## src/rtl/reg8_write_arbiter.sv

```systemverilog
// reg8_write_arbiter: round-robin arbiter sharing one load-enabled register among N writers.
module reg8_write_arbiter #(
  parameter int N = 4,
  parameter int W = 8
) (
  input  logic           i_clk,
  input  logic           i_rst_n,
  input  logic [N-1:0]   i_req,
  input  logic [N*W-1:0] i_wdata,
  output logic [N-1:0]   o_gnt,
  output logic           o_reg_en,
  output logic [W-1:0]   o_reg_d,
  output logic           o_busy
);
  localparam int PW = $clog2(N);
  typedef enum logic {IDLE, LOAD} state_t;
  state_t        r_state, w_next;
  logic [PW-1:0] r_ptr, w_win, w_idx;
  logic [PW:0]   w_sum;
  logic [N-1:0]  r_gnt;
  logic [W-1:0]  r_reg_d;
  logic          w_load;
  assign w_load = (r_state == IDLE) && |i_req;
  // Scan from the highest offset down so the nearest request at or above r_ptr wins.
  always_comb begin
    w_win = '0;
    w_sum = '0;
    w_idx = '0;
    for (int k = N - 1; k >= 0; k--) begin
      w_sum = {1'b0, r_ptr} + (PW+1)'(k);
      w_idx = (w_sum >= (PW+1)'(N)) ? PW'(w_sum - (PW+1)'(N)) : PW'(w_sum);
      if (i_req[w_idx]) w_win = w_idx;
    end
  end
  always_ff @(posedge i_clk or negedge i_rst_n) begin
    if (!i_rst_n) begin
      r_state <= IDLE;
      r_ptr   <= '0;
      r_gnt   <= '0;
      r_reg_d <= '0;
    end else begin
      r_state <= w_next;
      r_gnt   <= w_load ? N'(1) << w_win : '0;
      if (w_load) begin
        r_reg_d <= i_wdata[w_win*W +: W];
        r_ptr   <= (w_win == PW'(N - 1)) ? '0 : w_win + 1'b1;
      end
    end
  end
  always_comb w_next = w_load ? LOAD : IDLE;
  always_comb begin
    o_gnt    = r_gnt;
    o_reg_en = r_state == LOAD;
    o_busy   = r_state == LOAD;
    o_reg_d  = r_reg_d;
  end
endmodule
```

## config.mk

```make
export PLATFORM = sky130hd
export DESIGN_NAME = reg8_write_arbiter
export DESIGN_NICKNAME = d
export VERILOG_FILES = /design/src/rtl/reg8_write_arbiter.sv
export SDC_FILE = /design/constraint.sdc
export NUM_CORES = 1
export LEC_CHECK = 0
export BUFFER_PORTS_ARGS = -buffer_cell sky130_fd_sc_hd__clkbuf_2
export CAP_MARGIN = 20
export CORE_ASPECT_RATIO = 0.8
export CORE_UTILIZATION = 34
export CTS_CLUSTER_SIZE = 24
export DETAILED_ROUTE_END_ITERATION = 7
export HOLD_SLACK_MARGIN = 0.15
export MAX_ROUTING_LAYER = met4
export PLACE_DENSITY_LB_ADDON = 0.15
export SLEW_MARGIN = 20
export SYNTH_ARGS = -nofsm -noshare
export SYNTH_HDL_FRONTEND = slang
export SYNTH_SLANG_ARGS = --single-unit
```

## constraint.sdc

```tcl
create_clock -name i_clk -period 3.4 [get_ports i_clk]
set_clock_uncertainty 0.05 [all_clocks]
set_input_delay 0.68 -clock i_clk [delete_from_list [all_inputs] [get_ports i_clk]]
set_output_delay 0.68 -clock i_clk [all_outputs]
set_load 0.01 [all_outputs]
```

==> out/results.ini, run 1 <==
[global_routing]
grt_pass1_wl_mm = 3.753
grt_max_degree = 16
grt_overflow_total = 0
antenna_found_initial = 0
first_global_vias = 840
track_usage_pct = 17.33

[placement]
place_inst = 172
gp_congestion = 0.7861
dpl.hpwl_mm = 1.780
io_buffer_count = 51
pre_cts_slack_ps = 973.0

[worst_setup_path]
critical_path_arrival_ps = 2210
path_max_fanout = 11
critPathRequiredTime_ps = 3480
cp-start-kind = primary input
end_kind = flip-flop
worstSetupPathType = in -> reg

[sta]
finalWorstSetupSlack_ps = 1265
slew_headroom_pct = 58.80
final-setup-viol-count = 0
setup_tns_ps = 0
rsz0062_at_grt = false
hold_viol_final = 0
timing.final.crit_share_pct = 62.79
fmax_mhz = 468.4
worst_pin_slew_ps = 615.7
drv_slew = 0
min_period_ps = 2135

[routing]
wl_per_cell_um = 12.57
drt_iter0_markers = 14
firstDrtPassIters = 3
drc = 0
routed_wl_mm = 2.213
dr_total_vias = 859
vias_per_cell = 4.881
ant_nets = 0

[clocking]
clock-sinks = 15
post_cts_buffers = 0
clk_pin_slew_ps = 90
clk_latency_ps = 280
htreeDepth = 1
cts_made_buffers = 3
postCtsResizedCells = 0
cts_root_buf = clkbuf_4
holdBufCountCts = 0
tritoncts = built
clockBufferDepth = 2

[synthesis]
ys_seq_elements = 15
synth_top_family_by_area = compound AO/OA/AOI/OAI gates
synth_edf_count = 0
synthDistinctLibCells = 27
yosys_warnings = 0
yosysSeqAreaShare_pct = 38.96
synth_mux_area_share_pct = 9.351
synth_xor_area_share_pct = 0
synthAdderAreaFrac_pct = 1.299
syn_inst = 91
synth-async-reset-ratio_pct = 100.0
synth-simple-area-share_pct = 13.64
ys.flop_type = dfrtp_1
synth_nets = 130
synth_area_um2 = 963.4
synth_compound_area_share_pct = 29.48
synth_area_per_cell_um2 = 10.59

[run_status]
run_status = finished clean

[floorplanning]
fp.dieH_um = 49.61
fp.dieW_um = 61.52
core-area_um2 = 2562
ios = 52
fp.dieArea_um2 = 3052
num_rows = 16
start_util_pct = 37.60

[finish]
seqCellArea_um2 = 375.4
multi_input_comb_area_um2 = 518.0
drive_gt1_share_pct = 45.71
fin_nets = 180
final_core_utilization_pct = 48.34
n_fill_cell = 267
antenna_cells = 0
synthToLayoutAreaGrowth_pct = 28.57
fin_cells = 176

[power]
powerDensity_nw_per_um2 = 666.9
ir_drop_mv = 0.2427
cellLeakagePower_nw = 0.6099

[flow_run]
cap_viol_max_count = 0

[hold_path]
hp-class = in -> async

[flip-flops by register name, indices dropped and copies added, names as in the netlist]
| signal | count |
|---|---|
| o_gnt | 4 |
| o_busy | 1 |
| r_ptr | 2 |
| o_reg_d | 8 |
[path summary, 6_finish.rpt]
check	start	to	slack, ps	cells after the start
min in group i_clk	o_reg_d[0]$_DFFE_PN0P_	o_reg_d[0]$_DFFE_PN0P_	520	2
setup / recovery	i_req[3]	o_reg_d[6]$_DFFE_PN0P_	1270	6
hold reg to reg	o_reg_d[0]$_DFFE_PN0P_	o_reg_d[0]$_DFFE_PN0P_	520	2
setup reg to reg	r_ptr[0]$_DFFE_PN0P_	o_reg_d[6]$_DFFE_PN0P_	1300	6
hold / removal	i_rst_n	o_reg_d[2]$_DFFE_PN0P_	240	1
max in group asynchronous	i_rst_n	o_reg_d[5]$_DFFE_PN0P_	2790	1
[where the power goes]
group          leakage, nW  internal [W]  switching [W]
Combinational        0.414      0.000178       0.000249
Clock               0.0177     0.0000436      0.0000554
Sequential           0.178      0.000249      0.0000511
[layout make-up]
class	instances	share of cell area, %
Clock inverter	1	0.4040
Timing Repair Buffer	51	20.61
Tap cell	36	3.636
Sequential cell	15	30.30
Inverter	4	1.414
Clock buffer	3	1.818
Multi-Input combinational cell	66	41.82
[cells by family after synthesis]
family,Yosys count
compound gates,30
fa+ha+maj,1
buf+inv,10
flops,15
mux,9
simple gates,26
[worst max-delay path, stage by stage]
cell	delay [ps]
clkbuf_2	110
nand3b_1	160
nand4_1	480
inv_1	130
nor2_1	510
a211oi_1	150
[Yosys cell counts (2+ instances only)]
cell type | instances | share of area, %
dfrtp_1 | 15 | 39
nor2_1 | 14 | 5.5
mux2i_1 | 9 | 9.4
a211oi_1 | 8 | 6.2
a21boi_0 | 8 | 6.2
a2111oi_2 | 6 | 9.4
nand2_1 | 5 | 1.9
inv_1 | 3 | 1.2
a2111oi_0 | 2 | 1.8
a21o_1 | 2 | 1.6
buf_2 | 2 | 1.0
o21ai_0 | 2 | 1.0
[per-layer routing]
metal  track usage, %  wire (µm)  vias up
met5                -          0        -
met4            3.333         22        0
li1                 -          -      436
met1            22.80       1070      390
met2            26.16       1015       31
met3            5.512        104        2
[cell usage in the layout (no fill, tap or decap), types with 2 or more instances in the layout]
cell       count
a211oi_1       8
clkbuf_4       3
a2111oi_0      2
a21boi_0       8
nor2_1        14
mux2i_1        9
a2111oi_2      6
nand2_1        5
a21o_1         2
inv_1          3
o21ai_0        2
dfrtp_1       15
clkbuf_2      51
[stage by stage]
stage          hold WS, ps  total power [W]  cell area [µm²]
6_report             244.6        0.0008261             1239
5_1_grt              256.8        0.0008949             1239
4_1_cts              251.9        0.0008341             1239
3_5_place_dp         502.8        0.0007358             1211
3_3_place_gp         503.3        0.0007267             1211
2_1_floorplan        334.4        0.0006192            963.4
(Power assumes the default switching activity.)
==> run 2, diff against run 1 <==
Clock period 3.4 ns to 1.75 ns, I/O delays scaled along.
==> run 2 against run 1 <==
  * First-iteration DRC count rose by 43%
  * Core utilization rose by 4.5 points
  * Global-route usage fell by 0.52 points
  * Largest cell class unchanged
  * Die area did not move
  * Via count rose by 5.8%
==> out/results.ini, run 2 (synthesis results as in run 1) <==
[worst_setup_path]
worstReg2RegEnd = r_ptr[1]$_DFFE_PN0P_
crit_slowest_cell = dfrtp_2
path_cells = mux2i_2, a2bb2oi_4, nand2_8, inv_4, ha_1, nand2_1, o21ai_0
path_max_fanout = 12  ; +1
r2r_slack_ps = 30  ; -1270 ps
r2r-start = r_ptr[1]$_DFFE_PN0P_
end_kind = flip-flop
worstSetupPathType = reg -> reg
critPathRequiredTime_ps = 1850  ; -1630 ps
cp-start-kind = flip-flop
critical_path_arrival_ps = 1820  ; -390 ps
ff2ff_path_depth = 7  ; +1
slowest_delay_ps = 450  ; -60 ps

[routing]
wl_per_cell_um = 12.66  ; +0.71%
ant_nets = 0  ; unchanged
vias_per_cell = 4.861  ; -0.40%
routed_wl_mm = 2.368  ; +7.0%
firstDrtPassIters = 4  ; +1
drt_iter0_markers = 20  ; +6
drc = 0  ; unchanged
dr_total_vias = 909  ; +5.8%

[floorplanning]
fp.dieH_um = 49.61  ; unchanged
num_rows = 16  ; unchanged
start_util_pct = 37.60  ; unchanged
fp.dieW_um = 61.52  ; unchanged
ios = 52  ; unchanged
core-area_um2 = 2562  ; unchanged
fp.dieArea_um2 = 3052  ; unchanged

[clocking]
clock-sinks = 15  ; unchanged
clk_pin_slew_ps = 90  ; about the same
cts_root_buf = clkbuf_4
cts_made_buffers = 3  ; unchanged
clockBufferDepth = 2  ; unchanged
tritoncts = built
htreeDepth = 1  ; unchanged
clk_latency_ps = 280  ; about the same

[placement]
io_buffer_count = 51  ; unchanged
gp_congestion = 0.7614  ; -3.1%
dpl-instance-area_um2 = 1271  ; +5.0%
dpl.hpwl_mm = 1.831  ; +2.8%

[global_routing]
track_usage_pct = 16.81  ; -0.52 points
grt_overflow_total = 0  ; unchanged
grt_max_degree = 16  ; unchanged
grt_pass1_wl_mm = 3.643  ; -2.9%
antenna_found_initial = 0  ; unchanged
first_global_vias = 807  ; -3.9%

[hold_path]
hold_path_depth = 3
worstHoldStart = i_wdata[10]
hp-class = in -> reg
hold_path_end = o_reg_d[2]$_DFFE_PN0P_

[power]
seq_power_share_pct = 32.7  ; -3.7 points
p_int_w = 0.001037  ; +120%
power_frac_comb_pct = 56.2  ; +4.5 points
clkPwrFrac_pct = 11.1  ; -0.9 points
cellLeakagePower_nw = 0.6620  ; +8.5%
ir_drop_mv = 0.5101  ; +110%
power_switching_w = 0.0007431  ; +110%
powerDensity_nw_per_um2 = 1315  ; +97%
power_switching_share_pct = 41.75  ; -1.3 points

[sta]
drv_slew = 0  ; unchanged
slew_headroom_pct = 70.99  ; +12 points
fmax_mhz = 582.8
final-setup-viol-count = 0  ; unchanged
timing.final.crit_share_pct = 98.05
min_period_ps = 1716
hold_viol_final = 0  ; unchanged
worst_pin_slew_ps = 434.6  ; -181.1 ps
rsz0062_at_grt = true

[finish]
layout_commonest_cell = clkbuf_2
final_core_utilization_pct = 52.83  ; +4.5 points
final_cell_mix = clkbuf_2, dfrtp_1, nor2_1
antenna_cells = 0  ; unchanged
fin_nets = 191  ; +6.1%
drive_gt1_share_pct = 51.66  ; +5.9 points
largest_reg_flops = 8  ; unchanged
stdcell_area_um2 = 1354  ; +9.3%
synthToLayoutAreaGrowth_pct = 40.52

[flow_run]
cap_viol_max_count = 0  ; unchanged

[run_status]
run_status = finished clean

-- run 2: cell count changes in the layout (fill, tap and decap cells not counted), moves of 2 or more --
cell,delta
buf_4,+10
a21boi_1,+6
a2111oi_0,-2
a21boi_0,-7
-- run 2: timing repair --
item                       4_1_cts  5_1_grt
hold buffers                     1        0
setup buffers                    0        2
hold endpoints to repair        15        0
resized for setup                4       11
setup endpoints to repair        2        9
pin swaps                        0        1
-- run 2: how the worst max path moves through the flow --
stage,end,cells after the start,from
after global placement,o_reg_d[6]$_DFFE_PN0P_,6,r_ptr[1]$_DFFE_PN0P_
after detailed placement,o_reg_d[6]$_DFFE_PN0P_,6,r_ptr[1]$_DFFE_PN0P_
final,r_ptr[1]$_DFFE_PN0P_,7,r_ptr[1]$_DFFE_PN0P_
after floorplan,o_reg_d[0]$_DFFE_PN0P_,8,r_ptr[1]$_DFFE_PN0P_
after CTS,o_reg_d[0]$_DFFE_PN0P_,6,r_ptr[0]$_DFFE_PN0P_
after global routing,r_ptr[1]$_DFFE_PN0P_,7,r_ptr[1]$_DFFE_PN0P_
-- run 2: power by group through the flow --
stage                     clock [W]  sequential (W)  combinational, W
after floorplan                   0        0.000635          0.000568
after global placement            0        0.000577          0.000921
after detailed placement          0        0.000581          0.000931
after CTS                  0.000199        0.000579          0.000952
after global routing       0.000217        0.000603           0.00109
final                      0.000197        0.000582           0.00100
-- run 2: per-layer routing --
metal / GRT usage, % / part of all wire [%] / up-vias
met5: - / 0 / -
met4: 4.444 / 0.93 / 0
met3: 3.937 / 5.3 / 2
met2: 25.09 / 45 / 36
met1: 22.69 / 48 / 413
li1: - / - / 458
-- run 2: final cells by class --
class                      instances  area, µm²
clock buffer                       4      26.28
tap                               36      45.04
sequential                        15      376.6
inverter                           4      17.52
fill                             270       1209
timing repair buffer              62      340.3
multi-input combinational         66      548.0
-- run 2: metrics by stage --
| stage | setup WS [ps] | hold WS [ps] | total power [W] | cells | TNS (ps) |
|---|---|---|---|---|---|
| finish | 34.08 | 325.4 | 0.001780 | 187 | 0 |
| global route | -51.37 | 328.0 | 0.001915 | 187 | -289.3 |
| CTS | 6.939 | 327.5 | 0.001731 | 185 | 0 |
| detailed placement | -104.8 | 233.9 | 0.001511 | 180 | -136.8 |
| global placement | -74.59 | 232.9 | 0.001498 | 180 | -74.59 |
| floorplan | 3.579 | 4.409 | 0.001203 | 91 | 0 |
-- run 2: critical path, delay by kind of cell (launching register included) --
kind | cells | cell delay (ps)
flip-flops | 1 | 450
AO/OA/AOI/OAI | 2 | 340
adder cells (fa/ha/maj) | 1 | 260
multiplexers | 1 | 180
buffers and inverters | 1 | 160
AND/OR/NAND/NOR | 2 | 130
